--- src/rtl/microwave_cook_controller.sv ---
// Microwave cook-cycle sequencer: BCD keypad entry, 1 Hz countdown, door interlock,
// pause/resume and a timed end-of-cook beep. All outputs are registered.
module microwave_cook_controller #(
  parameter int QUICK_SEC  = 30,
  parameter int DONE_TICKS = 3
) (
  input  logic       clk,
  input  logic       rst,
  input  logic       tick,
  input  logic [3:0] digit,
  input  logic       digit_valid,
  input  logic       start,
  input  logic       stop_clear,
  input  logic       door_closed,
  output logic       magnetron_on,
  output logic [3:0] min_tens,
  output logic [3:0] min_ones,
  output logic [3:0] sec_tens,
  output logic [3:0] sec_ones,
  output logic       done,
  output logic       beep
);

  localparam int CNT_W = (DONE_TICKS < 2) ? 1 : $clog2(DONE_TICKS);
  localparam logic [CNT_W-1:0] CNT_LAST = CNT_W'(DONE_TICKS - 1);
  localparam logic [15:0] QUICK_TIME = {8'h00, 4'(QUICK_SEC / 10), 4'(QUICK_SEC % 10)};

  typedef enum logic [2:0] {
    S_IDLE  = 3'd0,
    S_SET   = 3'd1,
    S_COOK  = 3'd2,
    S_PAUSE = 3'd3,
    S_DONE  = 3'd4
  } state_t;

  state_t           state_q, state_d;
  logic [15:0]      time_q, time_d;
  logic [CNT_W-1:0] cnt_q, cnt_d;
  logic             start_prev_q, stop_prev_q;
  logic             magnetron_on_q, done_q, beep_q;
  logic             start_edge, stop_edge;
  logic [15:0]      time_dec;

  // Time is {min_tens, min_ones, sec_tens, sec_ones}; seconds above 59 are never normalised.
  function automatic logic [15:0] bcd_dec(input logic [15:0] t);
    logic [3:0] mt, mo, st, so;
    {mt, mo, st, so} = t;
    if (so != 4'd0) begin
      so = so - 4'd1;
    end else if (st != 4'd0) begin
      so = 4'd9;
      st = st - 4'd1;
    end else begin
      so = 4'd9;
      st = 4'd5;
      if (mo != 4'd0) begin
        mo = mo - 4'd1;
      end else begin
        mo = 4'd9;
        mt = mt - 4'd1;
      end
    end
    return {mt, mo, st, so};
  endfunction

  assign start_edge = start & ~start_prev_q;
  assign stop_edge  = stop_clear & ~stop_prev_q;
  assign time_dec   = bcd_dec(time_q);

  // Events are tested in priority order: stop edge, door open, start edge, tick, digit.
  always_comb begin
    state_d = state_q;
    time_d  = time_q;
    cnt_d   = cnt_q;
    case (state_q)
      S_IDLE, S_SET: begin
        if (stop_edge) begin
          state_d = S_IDLE;
          time_d  = '0;
        end else if (start_edge && door_closed && state_q == S_IDLE) begin
          state_d = S_COOK;
          time_d  = QUICK_TIME;
        end else if (start_edge && door_closed && time_q != '0) begin
          state_d = S_COOK;
        end else if (digit_valid && digit <= 4'd9) begin
          state_d = S_SET;
          time_d  = {time_q[11:0], digit};
        end
      end
      S_COOK: begin
        if (stop_edge || !door_closed) begin
          state_d = S_PAUSE;
        end else if (tick) begin
          time_d = time_dec;
          if (time_dec == '0) begin
            state_d = S_DONE;
            cnt_d   = '0;
          end
        end
      end
      S_PAUSE: begin
        if (stop_edge) begin
          state_d = S_IDLE;
          time_d  = '0;
        end else if (start_edge && door_closed) begin
          state_d = S_COOK;
        end
      end
      S_DONE: begin
        if (stop_edge || !door_closed) begin
          state_d = S_IDLE;
          time_d  = '0;
        end else if (tick) begin
          if (cnt_q == CNT_LAST) begin
            state_d = S_IDLE;
          end else begin
            cnt_d = cnt_q + 1'b1;
          end
        end
      end
      default: begin
        state_d = S_IDLE;
        time_d  = '0;
      end
    endcase
  end

  always_ff @(posedge clk or posedge rst) begin
    if (rst) begin
      state_q        <= S_IDLE;
      time_q         <= '0;
      cnt_q          <= '0;
      start_prev_q   <= 1'b0;
      stop_prev_q    <= 1'b0;
      magnetron_on_q <= 1'b0;
      done_q         <= 1'b0;
      beep_q         <= 1'b0;
    end else begin
      state_q        <= state_d;
      time_q         <= time_d;
      cnt_q          <= cnt_d;
      start_prev_q   <= start;
      stop_prev_q    <= stop_clear;
      magnetron_on_q <= (state_d == S_COOK);
      done_q         <= (state_d == S_DONE);
      beep_q         <= (state_d == S_DONE);
    end
  end

  assign magnetron_on = magnetron_on_q;
  assign done         = done_q;
  assign beep         = beep_q;
  assign min_tens     = time_q[15:12];
  assign min_ones     = time_q[11:8];
  assign sec_tens     = time_q[7:4];
  assign sec_ones     = time_q[3:0];

endmodule

--- config.mk ---
export PLATFORM = sky130hd
export DESIGN_NAME = microwave_cook_controller
export DESIGN_NICKNAME = d
export VERILOG_FILES = /design/src/rtl/microwave_cook_controller.sv
export SDC_FILE = /design/constraint.sdc
export NUM_CORES = 1
export LEC_CHECK = 0
export ABC_AREA = 1
export CAP_MARGIN = 20
export CORE_ASPECT_RATIO = 1.4
export CORE_MARGIN = 8
export CORE_UTILIZATION = 47
export DETAILED_ROUTE_END_ITERATION = 7
export PLACE_DENSITY_LB_ADDON = 0.25
export SYNTH_ARGS = -nofsm -noshare
export SYNTH_HDL_FRONTEND = slang
export SYNTH_SLANG_ARGS = --single-unit
--- constraint.sdc ---
create_clock -name clk -period 1.8 [get_ports clk]
set_input_delay 0.36 -clock clk [delete_from_list [all_inputs] [get_ports clk]]
set_output_delay 0.36 -clock clk [all_outputs]
set_load 0.01 [all_outputs]
==> impl_results.md <==
- Status: finished with violations
- Failing checks: negative setup slack
- Area growth syn-to-layout: 49.0%
- Storage cell area: 627 sq um
- GRT met3 Usage: 0.0232
- Final nets: 331
- Async S/R FF share, synth: 1.00
- Reg clk slew, reported paths: 100 ps
- Unique masters post-synth: 28
- Clock root buffer: clkbuf_8
- Gr ovfl total: 0
- Initial antenna violation count: 0
- NetSw: 2.06 mW
- Core area: 3410 sq um
- Final period utilization: 1.03
- Ys Warns: 0
- CP startpoint kind: register
- Max VDD drop: 1.28 mV
- Die area: 5790 sq um
- CTS tree: yes
- TNS Setup: -405 ps
- Final setup viols: 11
- CP Data Arrival Time: 2050 ps
- Avg Cell Area, Syn: 7.11 sq um
- Crit path top cell by count: nand2_4
- Crit path largest cell delay: 420 ps
- Die width: 66.6 um
- Initial DRT Pass Iterations: 4
- Post-synthesis sequential area ratio: 0.371
- Clock buffer count from CTS: 3
- Clock network power share: 0.076
- Skew-Pair Late Insertion Delay: 270 ps
- Most common cell after layout, fill and taps aside: nand2_1
- Critical path peak fanout: 6
- Slowest CP cell: dfrtp_1
- Internal power: 2.52 mW
- R2R Path Start: time_q[2]$_DFFE_PP0P_
- Critical Path RT: 2000 ps
- Unrepaired setup endpoints after global routing: yes
- Kind of end point of the critical path: register
- # fillers: 252
- Pin count of the biggest net entering global routing: 26
- Largest delay share family, worst path: simple AND/OR/NAND/NOR gates
- RePlAce Congestion: 0.909
- Main synth FF type: dfrtp_1
- Final Worst Setup Slack: -50.4 ps
- Area of the multi-input gates: 918 sq um
- Mapped Cells: 237
- Clock Path Buffers: 2
- Antenna-violating nets left: 0
- Post-Syn Area: 1690 sq um
- Leak pwr: 1.21 nW
- Hold Vio Cnt, Final: 0
- Total GRT Usage: 0.163
- Post-route minimum period: 1850 ps
- Net count after synthesis: 251
- Worst-margin pin slew: 341 ps
- Critical path class: register to register
- Via count: 1862
- Antenna Cells: 0
- Final core utilization: 0.737
- Pwr dens: 1820 nW/um^2
- Vias per cell: 5.23
- Buffers on Ports: 29
- First-pass GRT wire length: 7600 um
- Post-DR wirelength/cell: 13.4 um
- DRC errors left: 0
- I/O pin cnt: 30
- Relative slew margins: 0.771
- Synthesis-stage register bit count: 25
- Sw Share: 0.450
- Drt initial violations: 98
- DP HPWL: 3470 um
- Routed wire length: 4770 um
- Met1 Track Usage GR: 0.188
- F_max: 540 MHz
- Sink Count: 25
- Combinational share of power: 0.722
- Row count: 25
- Hold WC Path Type: primary input to async pin
- Initial core utilization: 0.494
- Vias in the first global route: 1833
- Setup crit start: time_q[2]$_DFFE_PP0P_
- Die height: 86.9 um
- Max Cap Violations: 0
- Final Skew: 5.78 ps
- Hold WS: 419 ps
- Fin. max-slew vios: 0
- Most frequent cells in the layout: 48 x nand2_1, 47 x buf_4, 34 x inv_1, 29 x clkdlybuf4s50_1
- CTS hold repair buffers: 0
- GR Util met2: 0.281
- Seq pwr share: 0.201
- Share of cells above drive strength 1: 0.269
- H-tree Lvls: 1
- Number of flops mapped to enable cells by yosys: 0
- Final Power: 4.57 mW
- Most Crowded Layer GR: met2
- CP bufs+invs: 2
- Crit-path cells: nor2_4 > nand2_4 > nor2_8 > nand2_4 > o21ai_4 > a21oi_2 > nor3_4 > buf_6 > clkbuf_16 > nor2_2 > a21oi_1
[synth_stat cells, types with 3 or more instances]
library cell / count / area share
a21oi_1: 11 / 0.033
a21oi_2: 3 / 0.016
a22oi_1: 6 / 0.027
buf_4: 3 / 0.013
dfrtp_1: 25 / 0.37
ha_1: 3 / 0.022
inv_1: 35 / 0.078
inv_2: 3 / 0.0067
nand2_1: 52 / 0.12
nand3_1: 18 / 0.053
nand4_1: 4 / 0.015
nor2_1: 29 / 0.065
nor2_2: 3 / 0.011
o211ai_1: 3 / 0.013
o21ai_0: 16 / 0.048
o21ai_1: 8 / 0.024
[through the flow]
| step | instance area (sq um) | setup slack (ps) | cells |
|---|---|---|---|
| CTS | 2410 | 15.8 | 350 |
| finish | 2510 | -50.4 | 356 |
| floorplan | 1700 | 21.9 | 237 |
| global route | 2510 | -141 | 356 |
| global placement | 2340 | -187 | 345 |
| detailed placement | 2340 | -235 | 345 |
[metal layers]
layer | routed length (um) | vias to the layer above
li1 | - | 931
met1 | 1970 | 855
met2 | 2450 | 68
met3 | 264 | 8
met4 | 82 | 0
met5 | 0 | -
[final timing paths]
kind / end / slack, ps / cells past startpoint
max: time_q[8]$_DFFE_PP0P_ / -50 / 11
min: time_q[15]$_DFFE_PP0P_ / 420 / 3
max reg2reg: time_q[8]$_DFFE_PP0P_ / -50 / 11
min reg2reg: cnt_q[1]$_DFFE_PP0P_ / 490 / 2
max in group asynchronous: time_q[0]$_DFFE_PP0P_ / 1120 / 3
min in group clk: cnt_q[1]$_DFFE_PP0P_ / 490 / 2
[worst min-delay path, delay by kind of cell]
family | cells | cell delay (ps)
buffers and inverters | 3 | 740
[power groups by stage]
stage / Clock (mW) / Sequential (mW) / Combinational, mW
4_1_cts: 0.360 / 0.919 / 2.96
3_3_place_gp: 0 / 0.915 / 2.86
5_1_grt: 0.370 / 0.949 / 3.59
3_5_place_dp: 0 / 0.923 / 2.91
6_report: 0.350 / 0.920 / 3.30
2_1_floorplan: 0 / 1.06 / 1.48
[state kept, by name, summed over array words and instances (netlist names)]
| name | count |
|---|---|
| start_prev_q | 1 |
| magnetron_on | 1 |
| beep | 1 |
| cnt_q | 2 |
| stop_prev_q | 1 |
| time_q | 16 |
| state_q | 3 |
[cell type report]
class	instances	share of cell area
Multi-Input combinational cell	169	0.366
Timing Repair Buffer	80	0.288
Inverter	38	0.0568
Tap cell	40	0.0199
Clock inverter	1	0.00299
Clock buffer	3	0.0164
Sequential cell	25	0.250
[kinds of logic (layout without fill, tap and decap cells)]
family	Yosys count	in the layout	share of synthesized area
adder cells (fa/ha/maj)	3	3	0.0223
AO/OA/AOI/OAI	51	51	0.181
AND/OR/NAND/NOR	114	114	0.313
buffers and inverters	43	122	0.107
XOR/XNOR	1	1	0.00520
flip-flops	25	25	0.371
[what timing repair did]
action,in CTS,in global routing
endpoints found under the hold margin,0,0
pin swaps,2,10
gates resized for setup,3,18
cloned,0,2
buffers inserted,1,5
setup endpoints to repair,5,22
(Power assumes the default switching activity.)
==> RTL edit 1 (same settings) <==
The 5 states of `state_t` get a one-hot encoding in 5 bits.
--- a/src/rtl/microwave_cook_controller.sv
+++ b/src/rtl/microwave_cook_controller.sv
@@ -25,12 +25,12 @@
   localparam logic [CNT_W-1:0] CNT_LAST = CNT_W'(DONE_TICKS - 1);
   localparam logic [15:0] QUICK_TIME = {8'h00, 4'(QUICK_SEC / 10), 4'(QUICK_SEC % 10)};
 
-  typedef enum logic [2:0] {
-    S_IDLE  = 3'd0,
-    S_SET   = 3'd1,
-    S_COOK  = 3'd2,
-    S_PAUSE = 3'd3,
-    S_DONE  = 3'd4
+  typedef enum logic [4:0] {
+    S_IDLE  = 5'b00001,
+    S_SET   = 5'b00010,
+    S_COOK  = 5'b00100,
+    S_PAUSE = 5'b01000,
+    S_DONE  = 5'b10000
   } state_t;
 
   state_t           state_q, state_d;
Formal check against the unedited RTL: no difference found for any inputs over 4 cycles, from zero or initial values and one cycle with rst high; so few cycles prove little.
==> RTL edit 1 against the original RTL <==
The flow still finishes with violations (negative setup slack). Die area increased by 10%. Count of clock-buffer cells in the layout unchanged. Fmax is 0.71% lower. Total power grew 13%. Setup slack worse by 0.013 ns. Non-clock buffer count is 4 higher. Design area increased by 15%. Sequential cell count grew 2. Clock power up 5%. Core utilization rose by 0.10 points. Area after synthesis increased by 13%. Wire length up 21%. Synthesized cell count is 13% higher. Critical path type unchanged. Largest cell class unchanged.
==> RTL edit 1: results (changes against the original RTL) <==
grt:
  grt_max_degree: 28  # +7.7%
  grt_usage_pct: 17.4  # +1.1 points
  grt_pass1_wl_um: 9450  # +24%
finish:
  final_nets: 363  # +9.7%
  nFillCells: 296  # +17%
  reg_top3: "time_q: 16 flops, state_q: 5 flops, cnt_q: 2 flops"
  drive_gt1_share_pct: 36.8  # +9.9 points
timing:
  setup_viol: 21  # +10
  skew_ns: 0.00435  # -0.00143 ns
  fin_ws_ns: -0.0635  # -0.0131 ns
worst_setup_path:
  reg2reg_depth: 13  # +2
  rr_endpoint: "cnt_q[1]"
  rr_startpoint: "time_q[4]"
  worst-path-max-fanout: 8  # +2
place:
  place_ws_ns: -0.233  # +0.00251 ns
  dp_hpwl_um: 4160  # +20%
outcome:
  violations: "negative setup slack"
  status: "complete, but fails checks"
synth:
  synth_fp_nets: 281  # +12%
  yosysSeqAreaShare_pct: 35.6  # -1.6 points
  synth.distinct_cells: 36  # +29%
  ys_top_cells_by_area: "dfrtp_1, nand2_1, inv_1, o21ai_0, nor2_1"
routing:
  drt_iter0_markers: 72  # -27%
pwr:
  p_leak_nw: 1.40  # +16%
  switching_share_pct: 47.9  # +3.0 points
  peakVddDrop_v: 0.00135  # +6.0%
-- RTL edit 1: worst max path at each step --
stage                     start         end  slack (ns)  cells past startpoint
floorplan             time_q[1]  time_q[10]      -0.002                     12
global placement    door_closed   time_q[3]       -0.21                      8
detailed placement  door_closed   time_q[9]       -0.23                     10
CTS                   time_q[4]    cnt_q[1]       -0.02                     15
global route          time_q[4]    cnt_q[1]       -0.19                     12
finish                time_q[4]    cnt_q[1]       -0.06                     13
-- RTL edit 1: area by class of cell --
type | count | area, sq um | area share, %
Clock buffer | 3 | 41.3 | 1.43
Clock inverter | 1 | 5.00 | 0.173
Inverter | 40 | 158 | 5.45
Multi-Input combinational cell | 193 | 1180 | 40.9
Sequential cell | 27 | 679 | 23.5
Tap cell | 43 | 53.8 | 1.86
Timing Repair Buffer | 84 | 771 | 26.7
-- RTL edit 1: critical path: stages (launching register included) --
cell	delay, ns
dfrtp_2	0.45
nor2_4	0.18
nand2_4	0.09
nor2_8	0.22
nand2_4	0.09
buf_4	0.16
nand2_1	0.08
nand2_2	0.07
nand3_2	0.09
nor2_4	0.05
nand2_2	0.07
nand2_2	0.07
nand3_1	0.09
nand2_1	0.06
-- RTL edit 1: power by group through the flow --
| stage | Combinational, W | Clock [W] | Sequential [W] |
|---|---|---|---|
| global route | 0.00421 | 0.000385 | 0.000938 |
| detailed placement | 0.00312 | 0 | 0.000905 |
| CTS | 0.00338 | 0.000370 | 0.000905 |
| floorplan | 0.00174 | 0 | 0.000974 |
| global placement | 0.00309 | 0 | 0.000897 |
| finish | 0.00389 | 0.000366 | 0.000914 |
-- RTL edit 1: kinds of logic after synthesis --
logic type	count (synthesis)	synth area share [%]
and+or+nand+nor	139	34.6
buffers and inverters	47	10.3
xor gates and xnor gates	1	0.460
AOI/OAI and AO/OA	50	17.0
DFF	27	35.6
adders and majority gates	3	1.97
-- RTL edit 1: layer usage --
layer  vias to the layer above  share of wire [%]  global-route usage, %
met3                        15                4.7                   2.72
met5                         -                  0                      0
met2                        69                 53                   32.4
met1                       990                 39                   18.2
li1                       1031                  -                      -
met4                         0                2.8                   8.57
-- RTL edit 1: per-stage QoR --
step           instances  util, %  area (sq um)  hold WS (ns)   TNS, ns
2_1_floorplan        267        -          1920         0.391  -0.00467
5_1_grt              391     73.8          2890         0.478     -3.26
6_report             391     73.8          2890         0.435    -0.913
3_5_place_dp         382     66.7          2610         0.481     -3.80
3_3_place_gp         382     66.7          2610         0.474     -3.59
4_1_cts              388     69.6          2730         0.453   -0.0325
-- RTL edit 1: timing repair --
item,CTS,global route
pin swaps,15,8
endpoints found under the setup margin,7,22
gates resized for setup,21,43
cloned,0,2
endpoints found under the hold margin,0,0
setup buffers,2,1
==> RTL edit 2 (config.mk and constraints unchanged) <==
Made on the original files. The parameter `DONE_TICKS` goes from 3 to 5.
--- a/src/rtl/microwave_cook_controller.sv
+++ b/src/rtl/microwave_cook_controller.sv
@@ -2,7 +2,7 @@
 // pause/resume and a timed end-of-cook beep. All outputs are registered.
 module microwave_cook_controller #(
   parameter int QUICK_SEC  = 30,
-  parameter int DONE_TICKS = 3
+  parameter int DONE_TICKS = 5
 ) (
   input  logic       clk,
   input  logic       rst,
Formal check against the unedited RTL: not equivalent (a bounded check fails within 10 cycles, from zero or initial values and one cycle with rst high).
==> RTL edit 2 against the original RTL <==
The run still ends with negative setup slack left. Setup slack gained 0.028 ns. Clock skew shrank 0.0022 ns. Wire length grew 18%. Sequential power grew 0.4%. Total power up 15%. Core utilization is 2.8 points higher. Design area rose by 9.9%. Critical path type unchanged. Die area rose by 3.3%. Sequential cell count up 1. Cell count grew 7.6%. Area after synthesis increased by 4.2%. Non-clock buffer count rose by 9.
==> RTL edit 2: results (changes against the original RTL) <==
timing:
  fin_ws_ns: -0.0226  # +0.0278 ns
  timing.hold.ws_ns: 0.231  # -0.188 ns
  skew_ns: 0.00358  # -0.00220 ns
  final.setup.tns_ns: -0.0584  # +0.346 ns
  setup_viol: 7  # -4
  maxSlewHeadroom_pct: 73.4  # -3.8 points
place:
  dp_hpwl_um: 3870  # +11%
  gp_congestion: 0.898  # -1.2%
  place_ws_ns: -0.338  # -0.103 ns
  dp_cells: 370  # +7.2%
  postPlaceCellArea_sq_mm: 0.00245  # +4.6%
grt:
  grt_use_met1_pct: 20.3  # +1.5 points
  grt_max_degree: 27  # +3.8%
  grt_pass1_vias: 2153  # +17%
  met3_usage_pct: 3.04  # +0.72 points
  grt_pass1_wl_um: 9030  # +19%
  grtUsageMet2_pct: 33.8  # +5.7 points
outcome:
  status: "complete, but fails checks"
  violations: "negative setup slack"
pwr:
  netSwitchingPower_w: 0.00254  # +23%
  p_leak_nw: 1.39  # +15%
  peakVddDrop_v: 0.00134  # +4.6%
routing:
  vias: 2062  # +11%
  wl_um: 5640  # +18%
  wl_met1_um: 2110  # +7.5%
  wl_met2_um: 3150  # +29%
  routed_via_density: 5.38  # +2.9%
synth:
  synth.distinct_cells: 34  # +21%
  synthAdderAreaFrac_pct: 2.85  # +0.62 points
  synth_fp_nets: 267  # +6.4%
  synth_compound_area_share_pct: 15.5  # -2.6 points
  synth_common_cells: "nand2_1, inv_1, nor2_1"
  ys_top_cells_by_area: "dfrtp_1, nand2_1, inv_1, nor2_1, o21ai_0"
  synth_xor_area_share_pct: 0.998  # +0.48 points
  yosysSeqAreaShare_pct: 37.1  # -0.056 points
  syn_avg_cell_area_sq_um: 6.97  # -2.0%
worst_setup_path:
  worst-path-max-fanout: 8  # +2
  startpoint: "time_q[1]"
  crit_arrival_ns: 1.99  # -0.06 ns
cts:
  cts_resized: 24  # +21
  insertion_delay_ns: 0.27  # about the same
finish:
  drive_gt1_share_pct: 32.8  # +5.9 points
  reg_top3: "time_q: 16 flops, cnt_q: 3 flops, state_q: 3 flops"
hold_path:
  worstHoldPathType: "input pin to flop"
[RTL edit 2: cell families after synthesis]
family / Yosys count
fa+ha+maj: 4
flops: 26
simple gates: 133
compound gates: 46
xor+xnor: 2
buf+inv: 41
[RTL edit 2: critical path, delay by kind of cell, from the launching register on]
| kind | cells | cell delay [ns] |
|---|---|---|
| simple gates | 11 | 1.17 |
| flops | 1 | 0.42 |
| compound gates | 1 | 0.13 |
[RTL edit 2: area by class of cell]
type                       count  area [sq um]
multi-input combinational    186          1100
fill                         246           851
timing repair buffer          89           762
sequential                    26           651
inverter                      36           148
tap                           42          52.6
clock buffer                   3          41.3
timing repair inverter         1          8.76
[RTL edit 2: power groups by stage]
stage | combinational [W] | clock (W) | sequential, W
final | 0.00400 | 0.000330 | 0.000924
after global placement | 0.00318 | 0 | 0.000891
after global routing | 0.00435 | 0.000353 | 0.000944
after detailed placement | 0.00325 | 0 | 0.000894
after floorplan | 0.00168 | 0 | 0.00101
after CTS | 0.00363 | 0.000329 | 0.000901
